==> src/rtl/i2c_target_pkg.sv <==
// Shared types and constants for the I2C target block.
package i2c_target_pkg;

   typedef enum logic [3:0] {
      ST_IDLE,
      ST_ADDR,
      ST_ADDR_ACK,
      ST_WPTR,
      ST_WPTR_ACK,
      ST_WDATA,
      ST_WDATA_ACK,
      ST_RDATA,
      ST_RACK,
      ST_IGNORE
   } state_t;

   localparam logic I2C_RW_READ = 1'b1;
   localparam logic I2C_ACK     = 1'b0;

endpackage

==> src/rtl/i2c_target_line_cond.sv <==
// Conditions one raw I2C line: 2-FF synchronizer, optional 3-sample glitch filter, edge detect.
// Build option: I2C_TARGET_GLITCH_FILTER_EN adds the filter (2 extra cycles of latency).
module i2c_line_cond (
   input  logic clk,
   input  logic rst,
   input  logic pin,
   output logic level,
   output logic rise,
   output logic fall
);
   logic [1:0] sync;
   logic       prev;

   // Idle I2C lines float high, so reset to 1 to avoid a false edge after reset.
   always_ff @(posedge clk or posedge rst) begin
      if (rst) sync <= 2'b11;
      else     sync <= {sync[0], pin};
   end

`ifdef I2C_TARGET_GLITCH_FILTER_EN
   logic [1:0] samp;
   logic [2:0] window;
   logic       filt;

   assign window = {samp, sync[1]};

   always_comb begin
      level = filt;
      if (&window)       level = 1'b1;
      else if (~|window) level = 1'b0;
   end

   always_ff @(posedge clk or posedge rst) begin
      if (rst) begin
         samp <= 2'b11;
         filt <= 1'b1;
      end else begin
         samp <= {samp[0], sync[1]};
         filt <= level;
      end
   end
`else
   assign level = sync[1];
`endif

   always_ff @(posedge clk or posedge rst) begin
      if (rst) prev <= 1'b1;
      else     prev <= level;
   end

   assign rise = level & ~prev;
   assign fall = ~level & prev;

endmodule

==> src/rtl/i2c_target.sv <==
// I2C target giving an external controller read/write access to 2^AW 8-bit registers.
// Build option: I2C_TARGET_GLITCH_FILTER_EN enables the SCL/SDA glitch filter.
module i2c_target
   import i2c_target_pkg::*;
#(
   parameter logic [6:0] ADDR = 7'h50,
   parameter int         AW   = 4
) (
   input  logic          i_clk,
   input  logic          i_rst,
   input  logic          i_scl,
   input  logic          i_sda,
   output logic          o_sda_ld,
   output logic [AW-1:0] o_reg_addr,
   output logic          o_wr_stb,
   output logic [7:0]    o_wr_data,
   input  logic [7:0]    i_rd_data,
   output logic          o_rd_stb,
   output logic          o_busy
);
   localparam logic [AW-1:0] PTR_ONE = {{(AW-1){1'b0}}, 1'b1};

   logic scl, scl_rise, scl_fall;
   logic sda, sda_rise, sda_fall;
   logic start, stop;

   state_t        state, state_n;
   logic [2:0]    cnt, cnt_n;
   logic [6:0]    shreg, sh_n;
   logic [7:0]    tx, tx_n;
   logic [AW-1:0] ptr, ptr_n;
   logic          rw, rw_n;
   logic          sda_ld, sda_ld_n;
   logic          busy, busy_n;
   logic          wr_stb, wr_stb_n;
   logic [7:0]    wr_data, wr_data_n;
   logic          rd_stb, rd_stb_n;
   logic [7:0]    rx_byte;

   i2c_line_cond u_scl (
      .clk(i_clk), .rst(i_rst), .pin(i_scl),
      .level(scl), .rise(scl_rise), .fall(scl_fall)
   );

   i2c_line_cond u_sda (
      .clk(i_clk), .rst(i_rst), .pin(i_sda),
      .level(sda), .rise(sda_rise), .fall(sda_fall)
   );

   // An SDA edge coinciding with an SCL edge is data, not a bus condition.
   assign start   = sda_fall & scl & ~scl_rise;
   assign stop    = sda_rise & scl & ~scl_rise;
   assign rx_byte = {shreg, sda};

   always_ff @(posedge i_clk or posedge i_rst) begin
      if (i_rst) begin
         state   <= ST_IDLE;
         cnt     <= '0;
         shreg   <= '0;
         tx      <= '0;
         ptr     <= '0;
         rw      <= 1'b0;
         sda_ld  <= 1'b0;
         busy    <= 1'b0;
         wr_stb  <= 1'b0;
         wr_data <= '0;
         rd_stb  <= 1'b0;
      end else begin
         state   <= state_n;
         cnt     <= cnt_n;
         shreg   <= sh_n;
         tx      <= tx_n;
         ptr     <= ptr_n;
         rw      <= rw_n;
         sda_ld  <= sda_ld_n;
         busy    <= busy_n;
         wr_stb  <= wr_stb_n;
         wr_data <= wr_data_n;
         rd_stb  <= rd_stb_n;
      end
   end

   always_comb begin
      state_n   = state;
      cnt_n     = cnt;
      sh_n      = shreg;
      tx_n      = tx;
      ptr_n     = ptr;
      rw_n      = rw;
      sda_ld_n  = sda_ld;
      busy_n    = busy;
      wr_stb_n  = 1'b0;
      wr_data_n = wr_data;
      rd_stb_n  = 1'b0;

      if (start) begin
         state_n  = ST_ADDR;
         cnt_n    = '0;
         sda_ld_n = 1'b0;
      end else if (stop) begin
         state_n  = ST_IDLE;
         sda_ld_n = 1'b0;
         busy_n   = 1'b0;
      end else begin
         case (state)
            ST_ADDR, ST_WPTR, ST_WDATA: begin
               if (scl_rise) begin
                  sh_n  = rx_byte[6:0];
                  cnt_n = cnt + 3'd1;
                  if (cnt == 3'd7) begin
                     if (state == ST_ADDR) begin
                        if (rx_byte[7:1] == ADDR && rx_byte[7:1] != 7'h00) begin
                           state_n = ST_ADDR_ACK;
                           busy_n  = 1'b1;
                           rw_n    = rx_byte[0];
                        end else begin
                           state_n = ST_IGNORE;
                           busy_n  = 1'b0;
                        end
                     end else if (state == ST_WPTR) begin
                        ptr_n   = rx_byte[AW-1:0];
                        state_n = ST_WPTR_ACK;
                     end else begin
                        wr_stb_n  = 1'b1;
                        wr_data_n = rx_byte;
                        state_n   = ST_WDATA_ACK;
                     end
                  end
               end
            end

            // First SCL fall drives the ACK, the second one releases it and moves on.
            ST_ADDR_ACK, ST_WPTR_ACK, ST_WDATA_ACK: begin
               if (scl_fall) begin
                  if (!sda_ld) begin
                     sda_ld_n = ~I2C_ACK;
                  end else begin
                     sda_ld_n = 1'b0;
                     cnt_n    = '0;
                     if (state == ST_ADDR_ACK) begin
                        if (rw == I2C_RW_READ) begin
                           tx_n     = i_rd_data;
                           rd_stb_n = 1'b1;
                           sda_ld_n = ~i_rd_data[7];
                           state_n  = ST_RDATA;
                        end else begin
                           state_n = ST_WPTR;
                        end
                     end else if (state == ST_WPTR_ACK) begin
                        state_n = ST_WDATA;
                     end else begin
                        ptr_n   = ptr + PTR_ONE;
                        state_n = ST_WDATA;
                     end
                  end
               end
            end

            // cnt wraps to 0 after the 8th rise, marking the end of the byte.
            ST_RDATA: begin
               if (scl_rise) begin
                  cnt_n = cnt + 3'd1;
               end else if (scl_fall) begin
                  if (cnt == 3'd0) begin
                     sda_ld_n = 1'b0;
                     state_n  = ST_RACK;
                  end else begin
                     tx_n     = {tx[6:0], 1'b0};
                     sda_ld_n = ~tx[6];
                  end
               end
            end

            // Pointer moves on the ACK rise so i_rd_data is settled by the following fall.
            ST_RACK: begin
               if (scl_rise) begin
                  if (sda == I2C_ACK) ptr_n = ptr + PTR_ONE;
                  else                state_n = ST_IGNORE;
               end else if (scl_fall) begin
                  tx_n     = i_rd_data;
                  rd_stb_n = 1'b1;
                  sda_ld_n = ~i_rd_data[7];
                  cnt_n    = '0;
                  state_n  = ST_RDATA;
               end
            end

            default: sda_ld_n = 1'b0;
         endcase
      end
   end

   assign o_sda_ld   = sda_ld;
   assign o_reg_addr = ptr;
   assign o_wr_stb   = wr_stb;
   assign o_wr_data  = wr_data;
   assign o_rd_stb   = rd_stb;
   assign o_busy     = busy;

endmodule

==> config.mk <==
export PLATFORM = sky130hd
export DESIGN_NAME = i2c_target
export DESIGN_NICKNAME = d
export VERILOG_FILES = /design/src/rtl/i2c_target_pkg.sv /design/src/rtl/i2c_target_line_cond.sv /design/src/rtl/i2c_target.sv
export SDC_FILE = /design/constraint.sdc
export NUM_CORES = 1
export LEC_CHECK = 0
export CORE_ASPECT_RATIO = 0.5
export CORE_UTILIZATION = 35
export DETAILED_ROUTE_END_ITERATION = 8
export GPL_TIMING_DRIVEN = 0
export MAX_ROUTING_LAYER = met4
export PLACE_DENSITY = 0.65
export SLEW_MARGIN = 10
export SYNTH_ARGS = -nofsm -noshare
export SYNTH_HDL_FRONTEND = slang
export SYNTH_SLANG_ARGS = --single-unit
export TNS_END_PERCENT = 5
==> constraint.sdc <==
create_clock -name i_clk -period 2.55 [get_ports i_clk]
set_input_delay 0.51 -clock i_clk [delete_from_list [all_inputs] [get_ports i_clk]]
set_output_delay 0.51 -clock i_clk [all_outputs]
set_load 0.005 [all_outputs]
==> parameters.txt <==
Parameter                              Value

GRT
  GRT Residual Overflow ... 0
  Maximum number of pins on one net before global-route repair ... 28
  Global-route wire length before repair ... 9.24 mm
  Number of global-route vias before repair ... 1868
  All-Layer GR Usage ... 17.2%
  Number of antenna violations at the first check in global routing ... 0

Worst setup path
  WP data required ... 2.72 ns
  Startpoint type of the worst setup path ... register
  Critical Path Source ... u_scl.prev$_DFF_PP1_
  Endpoint kind of the worst setup timing path ... register
  RR Startpoint ... u_scl.prev$_DFF_PP1_
  Crit Path Category ... register to register
  Arrival time worst endpoint ... 2.63 ns
  Top fanout value on the critical path ... 10

Power
  Switching portion of total power ... 36.9%
  Pwr per Cell Area ... 1000 mW/mm^2
  Power share of the combinational group ... 41.2%
  VDD IR-drop max ... 0.371 mV
  Power, Total ... 0.00302 W
  Clock network fraction of design power ... 24.7%
  Part of the power in registers ... 34.1%
  Sw power ... 0.00111 W
  Internal power contribution ... 0.00191 W
  Static leakage ... 1.32 nW

Yosys
  Async S/R FF share, synth ... 100%
  Cells after Synth ... 239
  Most area-consuming cells after synthesis ... dfrtp_1, mux2_2, dfstp_2
  Cell taking the most area after synthesis ... dfrtp_1
  Post-Synthesis Cell Area ... 0.00240 sq mm
  Seq/Total Area, Yosys ... 46.1%
  Warnings, synthesis ... 0
  Post-synthesis sequential element count ... 44
  Most common flop cell mapped by yosys ... dfrtp_1
  EDFF count, synth ... 0
  Number of nets in the synthesized netlist ... 257
  Portion of synthesized cell area occupied by the leading cell type ... 39.5%
  Mean cell area of the mapped netlist ... 10.1 sq um
  Unique cell type count in the Yosys netlist ... 49

Die
  Die X ... 119 um
  I/O pin count ... 28
  Area of the die ... 0.00723 sq mm
  Placeable core region ... 0.00636 sq mm
  Initial core utilization ... 37.8%
  Die Y ... 60.6 um
  FP Rows ... 20

Final layout
  Number of standard cells in the final layout excluding fillers ... 366
  Fraction of final layout cells sized beyond drive strength 1 ... 21.9%
  Sequential cell area in the final layout ... 0.00111 sq mm
  Area growth from synthesis to layout ... 25.3%
  Total inserted antenna cells ... 0
  Area of the multi-input gates ... 0.00120 sq mm
  FILL cells ... 617
  Final nets ... 295

Routing
  DRT Pass-1 Iters ... 4
  Final WL ... 5.47 mm
  Number of routed nets with antenna violations ... 0
  Remaining design rule violation count ... 0
  Initial DRC count ... 89
  Routed length per instance ... 14.9 um
  Post-detailed-route via-to-cell ratio ... 5.23
  Number of vias after detailed routing ... 1915

CTS
  Total CTS buffers ... 5
  Max Buffers Root-to-Sink ... 2
  Root buffer selected by CTS ... clkbuf_16
  Clock insertion delay at the later pin of the skew report ... 0.28 ns
  Cts-stage hold buffer count ... 0
  H-Tree Depth ... 2
  Number of sinks driven by the clock tree ... 44
  Clock transition at path regs ... 0.06 ns
  CTS tree ... done

Timing
  Max-slew violations ... 0
  Min cycle time layout ... 2.46 ns
  Final setup vio count ... 0
  Final critical-path setup slack ... 0.0872 ns
  Max-slew headroom at the worst pin ... 41.1%
  Final hold viol count ... 0
  Period utilization ... 96.6%
  Tightest Pin Transition ... 0.861 ns
  Clock Skews ... 0.00345 ns
  Setup repair after global routing missed its margin ... no
  F_max ... 406 MHz

Placed design
  Cell count after placement ... 355
  Placer Congestion ... 0.937
  HPWL after detailed placement ... 4.02 mm
  Port Buffers ... 27
  Worst-case setup slack after placement ... -0.146 ns

Min path
  Classification of the worst-slack hold path ... register to register
  Critical hold path startpoint ... u_sda.sync[0]$_DFF_PP1_

Outcome
  Outcome ... finished clean

Job
  Number of max-cap violations ... 0
worst max-delay path, cell delays in order (launching register included):
cell       delay, ns
dfstp_2         0.53
inv_1           0.04
ha_1            0.16
buf_4           0.17
nand2b_4        0.17
or2_2           0.29
buf_2           0.17
a2111oi_4       0.43
mux2_2          0.38
per-layer routing:
layer	global-route usage, %	wire, um
met5	-	0
met4	4.88	63
met3	3.57	326
met2	28.5	2490
met1	21.9	2590
what timing repair did:
action	4_1_cts	5_1_grt
gates resized for setup	1	4
buffers inserted	2	1
endpoints found under the setup margin	9	15
pin swaps	2	2
layout by cell type, fill, tap and decap left out, types with 3 or more instances in the layout:
cell type and n:
inv_1 14, a31oi_1 4, a21oi_1 12, buf_2 4, buf_4 4, clkdlybuf4s50_1 27, o21ai_0 18, nand2b_1 4
clkbuf_16 5, nor3_1 4, dfrtp_1 38, mux2i_1 4, nand2_1 32, mux2_2 24, nor2_1 15, clkbuf_1 3
nand3_1 9, dfstp_2 6, ha_1 6
path summary, 6_finish.rpt:
kind / end / slack [ns] / cells past startpoint
max in group asynchronous: shreg[1]$_DFFE_PP0P_ / 1.54 / 3
max: state[3]$_DFFE_PP0P_ / 0.09 / 8
min: u_sda.sync[1]$_DFF_PP1_ / 0.36 / 0
min in group asynchronous: tx[1]$_DFFE_PP0P_ / 0.54 / 2
min reg2reg: u_sda.sync[1]$_DFF_PP1_ / 0.36 / 0
max reg2reg: state[3]$_DFFE_PP0P_ / 0.09 / 8
sequential cells by signal (all words and copies together), names as in the netlist, 2 cells and up:
register and cells:
o_wr_data 8, shreg 7, tx 7, o_reg_addr 4
state 4, cnt 3, u_scl.sync 2, u_sda.sync 2
cell usage after synthesis (2+ instances only):
library cell / count
nand3_1: 9
a2111oi_4: 2
buf_2: 5
inv_1: 15
dfstp_2: 6
nand4_1: 2
nand2b_1: 5
a31oi_1: 4
mux2i_1: 4
xnor2_1: 2
a21oi_1: 12
dfrtp_1: 38
nor2_1: 15
nand2_1: 32
mux2_2: 24
nor3_1: 4
a2111oi_0: 2
o21ai_0: 18
or3_1: 2
clkbuf_1: 3
o22ai_1: 2
ha_1: 6
stage by stage:
stage               instance area [sq um]  utilization (%)  setup TNS (ns)  hold slack, ns
floorplan                            2400                -               0           0.345
global placement                     2790             43.8          -0.879           0.346
detailed placement                   2810             44.1          -0.911           0.347
CTS                                  2990             47.1         -0.0785           0.357
global route                         3010             47.4               0           0.358
finish                               3010             47.4               0           0.355
kinds of logic after synthesis:
logic type                 Yosys count  synth area share (%)
adders and majority gates            6                  3.12
and+or+nand+nor                     82                  17.2
AOI/OAI and AO/OA                   52                  15.5
xor gates and xnor gates             2                 0.729
buffers and inverters               25                  4.53
muxes                               28                  12.9
DFF                                 44                  46.1
power groups by stage:
| stage | Combinational [W] | Clock [W] | Sequential, W |
|---|---|---|---|
| CTS | 0.00123 | 0.000761 | 0.00103 |
| floorplan | 0.000899 | 0 | 0.00100 |
| finish | 0.00124 | 0.000745 | 0.00103 |
| global placement | 0.00116 | 0 | 0.00103 |
| global route | 0.00138 | 0.000789 | 0.00106 |
| detailed placement | 0.00121 | 0 | 0.00104 |
cell type report:
cell class / instances / area share, %
Multi-Input combinational cell: 170 / 39.8
Tap cell: 88 / 3.65
Clock buffer: 5 / 4.15
Sequential cell: 44 / 36.8
Inverter: 15 / 1.87
Clock inverter: 3 / 1.54
Timing Repair Buffer: 31 / 10.4
Buffer: 10 / 1.83
Power figures use the tool's default switching activity.
